## src/rtl/multiplex_displayer_pkg.sv

```systemverilog
// rtl/multiplex_displayer_pkg.sv - shared constants, FSM encoding and 7-segment glyphs
// Purpose: common definitions for the multiplexed decimal display.
// Contents: field/digit widths, select bus width, scan FSM state type,
//           seg7() glyph lookup for decimal digits 0..9 (a..g in bits 0..6).
package multiplex_displayer_pkg;

    localparam int FIELD_W = 6;   // one two-digit field holds 0..63
    localparam int DIGIT_W = 4;   // one decimal digit
    localparam int SEL_W   = 8;   // width of select_dig / select_seg

    typedef enum logic [1:0] {
        ST_IDLE  = 2'd0,
        ST_SHOW  = 2'd1,
        ST_BLANK = 2'd2
    } state_t;

    // Active-high segment pattern, bit 0 = a ... bit 6 = g.
    function automatic logic [6:0] seg7(input logic [DIGIT_W-1:0] d);
        logic [6:0] g;
        case (d)
            4'd0:    g = 7'h3F;
            4'd1:    g = 7'h06;
            4'd2:    g = 7'h5B;
            4'd3:    g = 7'h4F;
            4'd4:    g = 7'h66;
            4'd5:    g = 7'h6D;
            4'd6:    g = 7'h7D;
            4'd7:    g = 7'h07;
            4'd8:    g = 7'h7F;
            4'd9:    g = 7'h6F;
            default: g = 7'h00;
        endcase
        return g;
    endfunction

endpackage

```

## src/rtl/multiplex_displayer_bin_to_bcd2.sv

```systemverilog
// rtl/multiplex_displayer_bin_to_bcd2.sv - combinational 0..63 to two BCD digits
// Purpose: split a 6-bit field value into tens (0..6) and ones (0..9).
// Ports: value  - binary field value
//        tens   - tens digit
//        ones   - ones digit
module bin_to_bcd2
    import multiplex_displayer_pkg::*;
(
    input  logic [FIELD_W-1:0] value,
    output logic [DIGIT_W-1:0] tens,
    output logic [DIGIT_W-1:0] ones
);

    logic [FIELD_W-1:0] rem;

    // A six-step compare ladder is cheaper than a generic divide for 0..63.
    always_comb begin
        tens = 4'd0;
        rem  = value;
        if (value >= 6'd60) begin
            tens = 4'd6;
            rem  = value - 6'd60;
        end else if (value >= 6'd50) begin
            tens = 4'd5;
            rem  = value - 6'd50;
        end else if (value >= 6'd40) begin
            tens = 4'd4;
            rem  = value - 6'd40;
        end else if (value >= 6'd30) begin
            tens = 4'd3;
            rem  = value - 6'd30;
        end else if (value >= 6'd20) begin
            tens = 4'd2;
            rem  = value - 6'd20;
        end else if (value >= 6'd10) begin
            tens = 4'd1;
            rem  = value - 6'd10;
        end
        ones = rem[DIGIT_W-1:0];
    end

endmodule

```

## src/rtl/multiplex_displayer.sv

```systemverilog
// rtl/multiplex_displayer.sv - time-multiplexed scanner for two-digit decimal fields
// Purpose: scans 2*FIELDS seven-segment digits with hold/blank dwell, per-field
//          blinking and per-digit decimal points; a frame snapshot prevents tearing.
// Ports: clk_1000hz  - clock
//        rst         - asynchronous active-high reset
//        enable      - 1 scans, 0 darkens the display
//        fields      - field f value in bits [6f+5:6f], field 0 rightmost
//        blink_mask  - per-field blink enable
//        dp_mask     - per-digit decimal point
//        select_dig  - registered digit enables, digit k on bit k
//        select_seg  - registered segments a..g on bits 0..6, dp on bit 7
//        frame_start - one-cycle pulse with the first output cycle of digit 0
module multiplex_displayer
    import multiplex_displayer_pkg::*;
#(
    parameter int FIELDS         = 3,
    parameter int HOLD_CYCLES    = 1,
    parameter int BLANK_CYCLES   = 1,
    parameter int BLINK_HALF     = 500,
    parameter bit SEG_ACTIVE_LOW = 1'b0,
    parameter bit DIG_ACTIVE_LOW = 1'b1
) (
    input  logic                      clk_1000hz,
    input  logic                      rst,
    input  logic                      enable,
    input  logic [FIELD_W*FIELDS-1:0] fields,
    input  logic [FIELDS-1:0]         blink_mask,
    input  logic [2*FIELDS-1:0]       dp_mask,
    output logic [SEL_W-1:0]          select_dig,
    output logic [SEL_W-1:0]          select_seg,
    output logic                      frame_start
);

    localparam int          D          = 2 * FIELDS;
    localparam logic [15:0] HOLD_LAST  = 16'(HOLD_CYCLES - 1);
    localparam logic [15:0] BLANK_LAST = 16'((BLANK_CYCLES > 0) ? BLANK_CYCLES - 1 : 0);
    localparam logic [2:0]  IDX_LAST   = 3'(D - 1);
    localparam int          BW         = $clog2(BLINK_HALF + 1);
    localparam logic [BW-1:0] BLINK_LAST = BW'(BLINK_HALF - 1);
    localparam logic [SEL_W-1:0] DIG_OFF = DIG_ACTIVE_LOW ? 8'hFF : 8'h00;
    localparam logic [SEL_W-1:0] SEG_OFF = SEG_ACTIVE_LOW ? 8'hFF : 8'h00;

    state_t      state, state_n;
    logic [2:0]  idx, idx_n, idx_inc;
    logic [15:0] dwell, dwell_n;
    logic        enter_show;

    logic [FIELD_W*FIELDS-1:0] snap_fields;
    logic [FIELDS-1:0]         snap_blink;
    logic [D-1:0]              snap_dp;

    logic [BW-1:0] blink_cnt;
    logic          blink_phase;   // 1 = on
    logic          show_phase;    // phase frozen at SHOW entry

    logic [23:0]        fields_pad;
    logic [3:0]         blink_pad;
    logic [7:0]         dp_pad;
    logic [1:0]         field_sel;
    logic [DIGIT_W-1:0] tens, ones, digit;
    logic               lit, fs_n;
    logic [SEL_W-1:0]   dig_raw_n, seg_raw_n;

    assign idx_inc = (idx == IDX_LAST) ? 3'd0 : idx + 3'd1;

    // State register; snapshot and blink phase are latched on SHOW entry.
    always_ff @(posedge clk_1000hz or posedge rst) begin
        if (rst) begin
            state       <= ST_IDLE;
            idx         <= 3'd0;
            dwell       <= 16'd0;
            snap_fields <= '0;
            snap_blink  <= '0;
            snap_dp     <= '0;
            show_phase  <= 1'b1;
        end else begin
            state <= state_n;
            idx   <= idx_n;
            dwell <= dwell_n;
            if (enter_show) begin
                show_phase <= blink_phase;
                if (idx_n == 3'd0) begin
                    snap_fields <= fields;
                    snap_blink  <= blink_mask;
                    snap_dp     <= dp_mask;
                end
            end
        end
    end

    // Next-state logic.
    always_comb begin
        state_n    = state;
        idx_n      = idx;
        dwell_n    = dwell + 16'd1;
        enter_show = 1'b0;
        if (!enable) begin
            state_n = ST_IDLE;
            idx_n   = 3'd0;
            dwell_n = 16'd0;
        end else begin
            case (state)
                ST_IDLE: begin
                    state_n    = ST_SHOW;
                    idx_n      = 3'd0;
                    dwell_n    = 16'd0;
                    enter_show = 1'b1;
                end
                ST_SHOW: begin
                    if (dwell == HOLD_LAST) begin
                        dwell_n = 16'd0;
                        if (BLANK_CYCLES == 0) begin
                            idx_n      = idx_inc;
                            enter_show = 1'b1;
                        end else begin
                            state_n = ST_BLANK;
                        end
                    end
                end
                ST_BLANK: begin
                    if (dwell == BLANK_LAST) begin
                        state_n    = ST_SHOW;
                        idx_n      = idx_inc;
                        dwell_n    = 16'd0;
                        enter_show = 1'b1;
                    end
                end
                default: begin
                    state_n = ST_IDLE;
                    idx_n   = 3'd0;
                    dwell_n = 16'd0;
                end
            endcase
        end
    end

    // Free-running blink timebase, independent of enable.
    always_ff @(posedge clk_1000hz or posedge rst) begin
        if (rst) begin
            blink_cnt   <= '0;
            blink_phase <= 1'b1;
        end else if (blink_cnt == BLINK_LAST) begin
            blink_cnt   <= '0;
            blink_phase <= ~blink_phase;
        end else begin
            blink_cnt <= blink_cnt + 1'b1;
        end
    end

    assign fields_pad = 24'(snap_fields);
    assign blink_pad  = 4'(snap_blink);
    assign dp_pad     = 8'(snap_dp);
    assign field_sel  = idx[2:1];

    bin_to_bcd2 u_bcd (
        .value (fields_pad[FIELD_W*field_sel +: FIELD_W]),
        .tens  (tens),
        .ones  (ones)
    );

    // Output logic: the register below is loaded from this, so digit and
    // segments always come from the same idx in the same cycle.
    always_comb begin
        digit     = idx[0] ? tens : ones;
        lit       = enable && (state == ST_SHOW) && !(blink_pad[field_sel] && !show_phase);
        dig_raw_n = lit ? (8'b1 << idx) : 8'h00;
        seg_raw_n = lit ? {dp_pad[idx], seg7(digit)} : 8'h00;
        fs_n      = enable && (state == ST_SHOW) && (idx == 3'd0) && (dwell == 16'd0);
    end

    always_ff @(posedge clk_1000hz or posedge rst) begin
        if (rst) begin
            select_dig  <= DIG_OFF;
            select_seg  <= SEG_OFF;
            frame_start <= 1'b0;
        end else begin
            select_dig  <= dig_raw_n ^ DIG_OFF;
            select_seg  <= seg_raw_n ^ SEG_OFF;
            frame_start <= fs_n;
        end
    end

endmodule

```

## config.mk

```make
export PLATFORM = sky130hd
export DESIGN_NAME = multiplex_displayer
export DESIGN_NICKNAME = d
export VERILOG_FILES = /design/src/rtl/multiplex_displayer_pkg.sv /design/src/rtl/multiplex_displayer_bin_to_bcd2.sv /design/src/rtl/multiplex_displayer.sv
export SDC_FILE = /design/constraint.sdc
export NUM_CORES = 1
export LEC_CHECK = 0
export CAP_MARGIN = 20
export CORE_MARGIN = 10
export CORE_UTILIZATION = 45
export CTS_CLUSTER_SIZE = 8
export DETAILED_ROUTE_END_ITERATION = 6
export PLACE_DENSITY = 0.73
export SYNTH_ARGS = -nofsm -noshare
export SYNTH_HDL_FRONTEND = slang
export SYNTH_SLANG_ARGS = --single-unit
```

## constraint.sdc

```tcl
create_clock -name clk_1000hz -period 8.2 [get_ports clk_1000hz]
set_input_delay 1.64 -clock clk_1000hz [delete_from_list [all_inputs] [get_ports clk_1000hz]]
set_output_delay 1.64 -clock clk_1000hz [all_outputs]
set_load 0.01 [all_outputs]
```

==> reports/results.md, run 1 <==
| Stage | Item | Reported |
|---|---|---|
| route | Via density | 5.49 |
| logic synthesis | Leading area contributor after synthesis | sky130_fd_sc_hd__dfrtp_1 |
| grt | Antenna violations before repair | 0 |
| cts | Cts hold-fix bufs | 0 |
| logic synthesis | Mean instance size in the synthesized netlist | 11.0 um^2 |
| logic synthesis | Number of flops mapped to enable cells by yosys | 0 |
| cts | Clock transition at the register clock pins on the worst setup and hold paths after CTS | 0.08 ns |
| route | Routed len/inst | 15.8 um |
| cts | Maximum level of the CTS H-tree | 3 |
| grt | Maximum number of pins on one net before global-route repair | 77 |
| timing | Number of hold violations in the final report | 0 |
| timing | Final setup vio count | 0 |
| route | Wire length after detailed routing | 8550 um |
| logic synthesis | Flip-flop and latch count after synthesis | 76 |
| logic synthesis | Share of flip-flops with an asynchronous set or reset after synthesis | 100% |
| timing | Relative slew slack | 37.9% |
| die | Core Area | 9150 um^2 |
| cts | Insertion delay to the later sink of the worst-skew pair | 0.35 ns |
| timing | Hold slack final | 0.451 ns |
| layout | Layout fillers | 795 |
| layout | Diode insertion count for antenna repair | 0 |
| cts | TritonCTS Sinks | 76 |
| layout | Share of cells above drive strength 1 | 17.9% |
| route | Router iterations before antenna repair | 4 |
| run status | Outcome | finished, final reports clean |
| logic synthesis | Seq/Total Area, Yosys | 45.9% |
| timing | Unrepaired setup endpoints after global routing | no |
| timing | Worst Skew | 0.00930 ns |
| die | Die H | 116 um |
| grt | Number of global-route vias before repair | 3062 |
| logic synthesis | Leading cell type by number of instances after synthesis | sky130_fd_sc_hd__dfrtp_1 |
| route | DRC Markers | 0 |
| grt | Remaining global-route overflow | 0 |
| cts | Clock Root Buffer | sky130_fd_sc_hd__clkbuf_8 |
| cts | TritonCTS clock tree | yes |
| critical path | Data required, critical path | 8.44 ns |
| power | Leak pwr | 0.00199 uW |
| critical path | Crit path DAT | 5.08 ns |
| timing | Period minus WS final | 4.84 ns |
| logic synthesis | Top FF cell, synth | sky130_fd_sc_hd__dfrtp_1 |
| layout | Synthesis-to-layout area growth | 17.2% |
| critical path | Setup CP Type | flip-flop to flip-flop |
| route | ANT nets after route | 0 |
| place | Placer Congestion | 0.883 |
| timing | Maximum achievable frequency | 207 MHz |
| logic synthesis | Post-synthesis instance area | 4170 um^2 |
| logic synthesis | Synthesized netlist cell count | 378 |
| logic synthesis | Yosys warning count | 0 |
| route | Initial detailed-routing violation count | 144 |
| die | Die outline width | 116 um |
| timing | Max-slew violation count | 0 |
| power | Worst supply voltage drop on vdd | 93.9 uV |
| place | IO Port Bufs | 46 |
| timing | Worst-margin pin slew | 0.931 ns |
| cts | Buffer depth of the longest clock path | 2 |
| logic synthesis | Top post-synthesis cells by area | sky130_fd_sc_hd__dfrtp_1 40%, sky130_fd_sc_hd__mux2_2 8.1%, sky130_fd_sc_hd__ha_1 6.9% |
| die | IO Count | 47 |
| logic synthesis | Synth unique cells | 62 |
| critical path | Maximum fanout count along the critical path | 23 |
| layout | # nets final | 479 |
| grt | Wire length of the first global-routing pass | 14700 um |
| worst hold path | Type of the most critical hold path | flip-flop to flip-flop |
| grt | GRT Total Usage | 13.5% |
| cts | Post-CTS resize count | 0 |
| critical path | Category of the worst setup path launch point | flip-flop |
| cts | Number of clock buffers inserted by TritonCTS | 9 |
| cts | Number of buffers inserted by post-CTS setup repair | 0 |
| die | Number of placement rows | 35 |
| route | Vias after detailed routing | 2976 |
| place | Post-DP HPWL | 6250 um |
| logic synthesis | Most instantiated cells after synthesis | 66 x sky130_fd_sc_hd__dfrtp_1, 46 x sky130_fd_sc_hd__nor2_1, 30 x sky130_fd_sc_hd__mux2_2 |
| die | Die Area | 13500 um^2 |
| power | Power density normalized to cell area | 212 nW/um^2 |
| job | Maximum capacitance violations | 0 |
| logic synthesis | Fraction of synthesized cell area taken by the top area cell type | 39.6% |
| timing | Sum Neg Setup Slack | 0 ns |
| die | Initial core utilization | 45.6% |
| logic synthesis | Synthesized net count | 431 |
| timing | Final worst-path cycle share | 59.0% |
| critical path | Critical path endpoint category | flip-flop |
[power breakdown]
group	switching, uW	internal, uW
Combinational	187	159
Sequential	24.2	412
Clock	137	118
[critical path, cell delays in order, from the launching register on]
cell and delay [ns]:
sky130_fd_sc_hd__dfrtp_1 0.84, sky130_fd_sc_hd__nor2b_1 0.70, sky130_fd_sc_hd__nand2_1 0.13, sky130_fd_sc_hd__o21ai_1 0.45, sky130_fd_sc_hd__inv_1 0.27, sky130_fd_sc_hd__ha_1 0.29, sky130_fd_sc_hd__nand4b_1 0.09, sky130_fd_sc_hd__o311ai_0 0.27
sky130_fd_sc_hd__and2_1 0.28, sky130_fd_sc_hd__nand2_1 0.07, sky130_fd_sc_hd__a2bb2oi_1 0.10, sky130_fd_sc_hd__xnor2_1 0.20, sky130_fd_sc_hd__o21ba_1 0.31, sky130_fd_sc_hd__inv_1 0.13, sky130_fd_sc_hd__ha_1 0.22, sky130_fd_sc_hd__mux2_2 0.28
sky130_fd_sc_hd__o32ai_1 0.12
[metal layers]
layer	track usage, %	part of all wire [%]	vias up
li1	-	-	1449
met1	16.5	45	1460
met3	3.44	4.3	9
met4	4.25	1.3	0
met2	22.8	50	58
met5	0	0	-
[placed cells by master (no fill, tap or decap), types with 4 or more instances in the layout]
cell / synthesis / routed
sky130_fd_sc_hd__nor2_1: 46 / 46
sky130_fd_sc_hd__xor2_1: 14 / 14
sky130_fd_sc_hd__inv_1: 13 / 12
sky130_fd_sc_hd__dfstp_2: 10 / 10
sky130_fd_sc_hd__and3_1: 7 / 7
sky130_fd_sc_hd__mux2_2: 30 / 30
sky130_fd_sc_hd__ha_1: 23 / 23
sky130_fd_sc_hd__clkbuf_8: 0 / 10
sky130_fd_sc_hd__nand3_1: 15 / 15
sky130_fd_sc_hd__nor2b_1: 6 / 6
sky130_fd_sc_hd__nand2_1: 22 / 22
sky130_fd_sc_hd__a22oi_1: 4 / 4
sky130_fd_sc_hd__mux2i_1: 7 / 7
sky130_fd_sc_hd__o32ai_1: 4 / 4
sky130_fd_sc_hd__clkdlybuf4s50_1: 0 / 46
sky130_fd_sc_hd__a21oi_1: 13 / 13
sky130_fd_sc_hd__o21ai_0: 6 / 6
sky130_fd_sc_hd__xnor2_1: 11 / 11
sky130_fd_sc_hd__dfrtp_1: 66 / 66
sky130_fd_sc_hd__nor3_1: 6 / 6
[flip-flops by register name, indices dropped and copies added (netlist names)]
signal	flops
blink_phase	1
blink_cnt	9
dwell	16
frame_start	1
snap_blink	3
select_seg	8
state	2
snap_dp	6
select_dig	8
show_phase	1
snap_fields	18
idx	3
[cells by family (layout without fill, tap and decap cells)]
group,after synthesis,in the layout,share of synthesized area (%)
compound gates,56,56,11.6
xor+xnor,25,25,5.25
fa+ha+maj,23,23,6.90
buf+inv,28,81,3.33
flops,76,76,45.9
mux,40,40,11.1
simple gates,130,130,15.9
[final cells by class]
type,count,area (um^2),share of cell area [%]
multi-input combinational,274,2120,43.3
sequential,76,1910,39.2
timing repair buffer,49,483,9.88
clock buffer,12,145,2.97
tap,111,139,2.84
inverter,16,62.6,1.28
clock inverter,4,26.3,0.538
[metrics by stage]
step                util (%)  power, uW  cells  worst slack, ns  instance area (um^2)
finish                  53.4       1040    542             3.36                  4890
global route            53.4       1110    542             2.85                  4890
CTS                     53.4       1050    542             3.41                  4890
detailed placement      51.5        789    526             3.44                  4720
global placement        51.5        784    526             3.73                  4720
floorplan                  -        709    378             4.58                  4170
[path summary, 6_finish.rpt]
kind / start / to / slack [ns] / cells after the start
max: idx[1] / select_seg[0] / 3.36 / 16
min: blink_cnt[0] / blink_cnt[0] / 0.45 / 1
max reg2reg: idx[1] / select_seg[0] / 3.36 / 16
min reg2reg: blink_cnt[0] / blink_cnt[0] / 0.45 / 1
max in group asynchronous: rst / snap_dp[0] / 5.71 / 3
min in group asynchronous: rst / dwell[12] / 1.90 / 3
No activity file was read; power rests on OpenSTA's default activity.
==> inputs of run 2 (changes only) <==
--- a/config.mk
+++ b/config.mk
@@ -10,7 +10,7 @@
 export CORE_UTILIZATION = 45
 export CTS_CLUSTER_SIZE = 8
 export DETAILED_ROUTE_END_ITERATION = 6
-export PLACE_DENSITY = 0.73
+export PLACE_DENSITY = 0.76
 export SYNTH_ARGS = -nofsm -noshare
 export SYNTH_HDL_FRONTEND = slang
 export SYNTH_SLANG_ARGS = --single-unit
==> constraint.sdc (replaced) <==
create_clock -name clk_1000hz -period 4.05 [get_ports clk_1000hz]
set_input_delay 0.81 -clock clk_1000hz [delete_from_list [all_inputs] [get_ports clk_1000hz]]
set_output_delay 0.81 -clock clk_1000hz [all_outputs]
set_load 0.01 [all_outputs]
==> reports/results.md, run 2 (synthesized netlist as in run 1, its figures left out) <==
| Stage | Item | Reported | vs previous |
|---|---|---|---|
| route | Routed len/inst | 15.8 um | -0.17% |
| cts | Clock Root Buffer | sky130_fd_sc_hd__clkbuf_8 |  |
| route | Vias after detailed routing | 2969 | -0.24% |
| timing | Number of hold violations in the final report | 0 | unchanged |
| place | IO Port Bufs | 46 | unchanged |
| place | Post-DP HPWL | 6360 um | +1.9% |
| timing | Unrepaired setup endpoints after global routing | no |  |
| timing | Max-slew violation count | 0 | unchanged |
| layout | Max reg flops | 18 | unchanged |
| route | ANT nets after route | 0 | unchanged |
| die | Die outline width | 116 um | unchanged |
| die | Core Area | 9150 um^2 | unchanged |
| grt | Remaining global-route overflow | 0 | unchanged |
| run status | Outcome | finished, final reports clean |  |
| critical path | Category of the worst setup path launch point | flip-flop |  |
| timing | Worst-margin pin slew | 0.879 ns | -0.0525 ns |
| critical path | Crit path DAT | 4.05 ns | -1.03 ns |
| cts | Buffer depth of the longest clock path | 2 | unchanged |
| layout | Area of the multi-input gates | 2120 um^2 | +0.12% |
| timing | Sum Neg Setup Slack | 0 ns | unchanged |
| layout | Footprint of the flip-flops and latches | 1920 um^2 | about the same |
| worst hold path | Type of the most critical hold path | flip-flop to flip-flop |  |
| critical path | Kind of cell adding the most delay to the critical path | compound AO/OA/AOI/OAI gates |  |
| power | Worst supply voltage drop on vdd | 184 uV | +96% |
| power | Share of total power in combinational logic | 32.7% | -0.6 points |
| job | Maximum capacitance violations | 0 | unchanged |
| layout | # nets final | 486 | +1.5% |
| cts | TritonCTS clock tree | yes |  |
| critical path | Critical-path top delay cell | sky130_fd_sc_hd__dfrtp_2 |  |
| critical path | Maximum fanout count along the critical path | 11 | -52% |
| die | Die H | 116 um | unchanged |
| power | Fraction of power consumed by sequential logic | 40.3% | -1.8 points |
| layout | Most flop-heavy register | snap_fields |  |
| grt | Antenna violations before repair | 0 | unchanged |
| layout | Highest-count cells in the layout ignoring fill and taps | 65 x sky130_fd_sc_hd__dfrtp_1, 46 x sky130_fd_sc_hd__nor2_1, 46 x sky130_fd_sc_hd__clkdlybuf4s50_1 |  |
| grt | Number of global-route vias before repair | 3116 | +1.8% |
| route | Initial detailed-routing violation count | 105 | -27% |
| timing | Maximum achievable frequency | 264 MHz | +28% |
| timing | Final setup vio count | 0 | unchanged |
| cts | Insertion delay to the later sink of the worst-skew pair | 0.35 ns | about the same |
| die | Initial core utilization | 45.6% | unchanged |
| route | Wire length after detailed routing | 8650 um | +1.1% |
| critical path | Ordered cell list for the critical path | mux2i_1 -> nor2_1 -> a21oi_4 -> inv_4 -> ha_1 -> nand4b_1 -> o21ai_0 -> a311o_1 -> a2111oi_4 -> o221a_2 -> o21ba_1 -> inv_1 -> ha_1 -> inv_1 -> mux2_2 -> o32ai_1 |  |
| cts | Clock transition at the register clock pins on the worst setup and hold paths after CTS | 0.09 ns | about the same |
| route | Via density | 5.41 | -1.5% |
| place | Setup WS pre-CTS | 0.189 ns | -3.25 ns |
| route | Router iterations before antenna repair | 4 | unchanged |
| layout | Share of cells above drive strength 1 | 20.1% | +2.2 points |
| layout | Synthesis-to-layout area growth | 19.5% |  |
| power | Leak pwr | 0.00204 uW | +2.2% |
| layout | Diode insertion count for antenna repair | 0 | unchanged |
| grt | Maximum number of pins on one net before global-route repair | 77 | unchanged |
| timing | Hold slack final | 0.448 ns | -0.00366 ns |
| critical path | Data required, critical path | 4.30 ns | -4.14 ns |
| power | Switching fraction of total power | 33.6% | +0.062 points |
| layout | Regs by FF count | snap_fields x18, dwell x16, blink_cnt x9 |  |
| power | Internal power contribution | 1450 uW | +110% |
| power | Power density normalized to cell area | 440 nW/um^2 | +110% |
| cts | Number of clock buffers inserted by TritonCTS | 9 | unchanged |
| cts | Maximum level of the CTS H-tree | 3 | unchanged |
| grt | Wire length of the first global-routing pass | 14700 um | about the same |
| die | Number of placement rows | 35 | unchanged |
| timing | Worst Skew | 0.0113 ns | +0.00196 ns |
| critical path | Maximum single-stage delay on the critical path | 0.50 ns | -0.34 ns |
| timing | Final worst-path cycle share | 93.6% | +35 points |
| place | Placer Congestion | 0.884 | +0.15% |
| critical path | Critical path endpoint category | flip-flop |  |
| timing | Period minus WS final | 3.79 ns | -1.05 ns |
| cts | Number of buffers inserted by post-CTS setup repair | 0 | unchanged |
| grt | GRT Total Usage | 13.5% | +0.025 points |
| timing | Worst setup slack after layout | 0.258 ns | -3.10 ns |
| die | Die Area | 13500 um^2 | unchanged |
| critical path | Setup CP Type | flip-flop to flip-flop |  |
| layout | Layout fillers | 783 | -1.5% |
| layout | Leading cell type in the layout, fill and taps excluded | sky130_fd_sc_hd__dfrtp_1 |  |
| power | Share of total power in the clock network | 27.0% | +2.4 points |
| die | IO Count | 47 | unchanged |
| cts | TritonCTS Sinks | 76 | unchanged |
| critical path | Buffer and inverter count on the worst path | 3 | +1 |
| timing | Relative slew slack | 40.9% | +3.0 points |
| route | DRC Markers | 0 | unchanged |
| power | Net switching component of the power | 737 uW | +110% |
==> run 2: cell count changes in the layout (fill, tap and decap cells not counted), moves of 2 or more <==
| cell | change |
|---|---|
| sky130_fd_sc_hd__inv_6 | +2 |
| sky130_fd_sc_hd__clkbuf_1 | -2 |
| sky130_fd_sc_hd__clkinvlp_4 | +2 |
| sky130_fd_sc_hd__buf_4 | +6 |
==> run 2: repair_timing <==
item | in CTS | in global routing
hold buffers | 0 | 0
setup endpoints to repair | 0 | 4
gates resized for setup | 0 | 2
==> run 2: final cells by class <==
type                    count  area share (%)
multi-input cells         274            42.5
flip-flops and latches     76            38.4
repair buffers             56            11.0
well taps                 111            2.79
clock buffers               9            2.49
clock inverters             7            1.51
inverters                  16            1.26
==> run 2: final timing paths <==
| check | slack [ns] | start | endpoint | cells past startpoint |
|---|---|---|---|---|
| worst max-delay path | 0.26 | idx[2] | select_seg[5] | 16 |
| worst min-delay path | 0.45 | blink_cnt[0] | blink_cnt[0] | 1 |
| worst max register to register | 0.26 | idx[2] | select_seg[5] | 16 |
| worst min register to register | 0.45 | blink_cnt[0] | blink_cnt[0] | 1 |
| max in group asynchronous | 2.86 | rst | select_dig[7] | 3 |
| min in group asynchronous | 0.86 | rst | snap_dp[0] | 3 |
==> run 2: power groups by stage <==
stage	Clock, uW	Sequential [uW]	Combinational [uW]
CTS	608	885	714
floorplan	0	887	548
global route	635	892	793
detailed placement	0	900	713
global placement	0	898	699
finish	592	884	716
==> run 2: metrics by stage <==
step	power [uW]	instances	util, %	cell area (um^2)
final	2190	549	54.4	4980
after global routing	2320	549	54.4	4980
after CTS	2210	549	54.4	4980
after detailed placement	1610	533	52.2	4780
after global placement	1600	533	52.2	4780
after floorplan	1430	378	-	4170
==> run 2: layer usage <==
| metal | track usage (%) | part of all wire, % | wire length [um] |
|---|---|---|---|
| met1 | 16.3 | 45 | 3890 |
| met2 | 22.4 | 50 | 4280 |
| met5 | 0 | 0 | 0 |
| met4 | 5.75 | 1.5 | 126 |
| met3 | 3.44 | 4.0 | 347 |
==> inputs of run 3 (changes only) <==
--- a/config.mk
+++ b/config.mk
@@ -11,6 +11,7 @@
 export CTS_CLUSTER_SIZE = 8
 export DETAILED_ROUTE_END_ITERATION = 6
 export PLACE_DENSITY = 0.76
+export SKIP_LAST_GASP = 1
 export SYNTH_ARGS = -nofsm -noshare
 export SYNTH_HDL_FRONTEND = slang
 export SYNTH_SLANG_ARGS = --single-unit
==> results of run 3 <==
Final layout, timing and power as in run 2 (identical DEF).
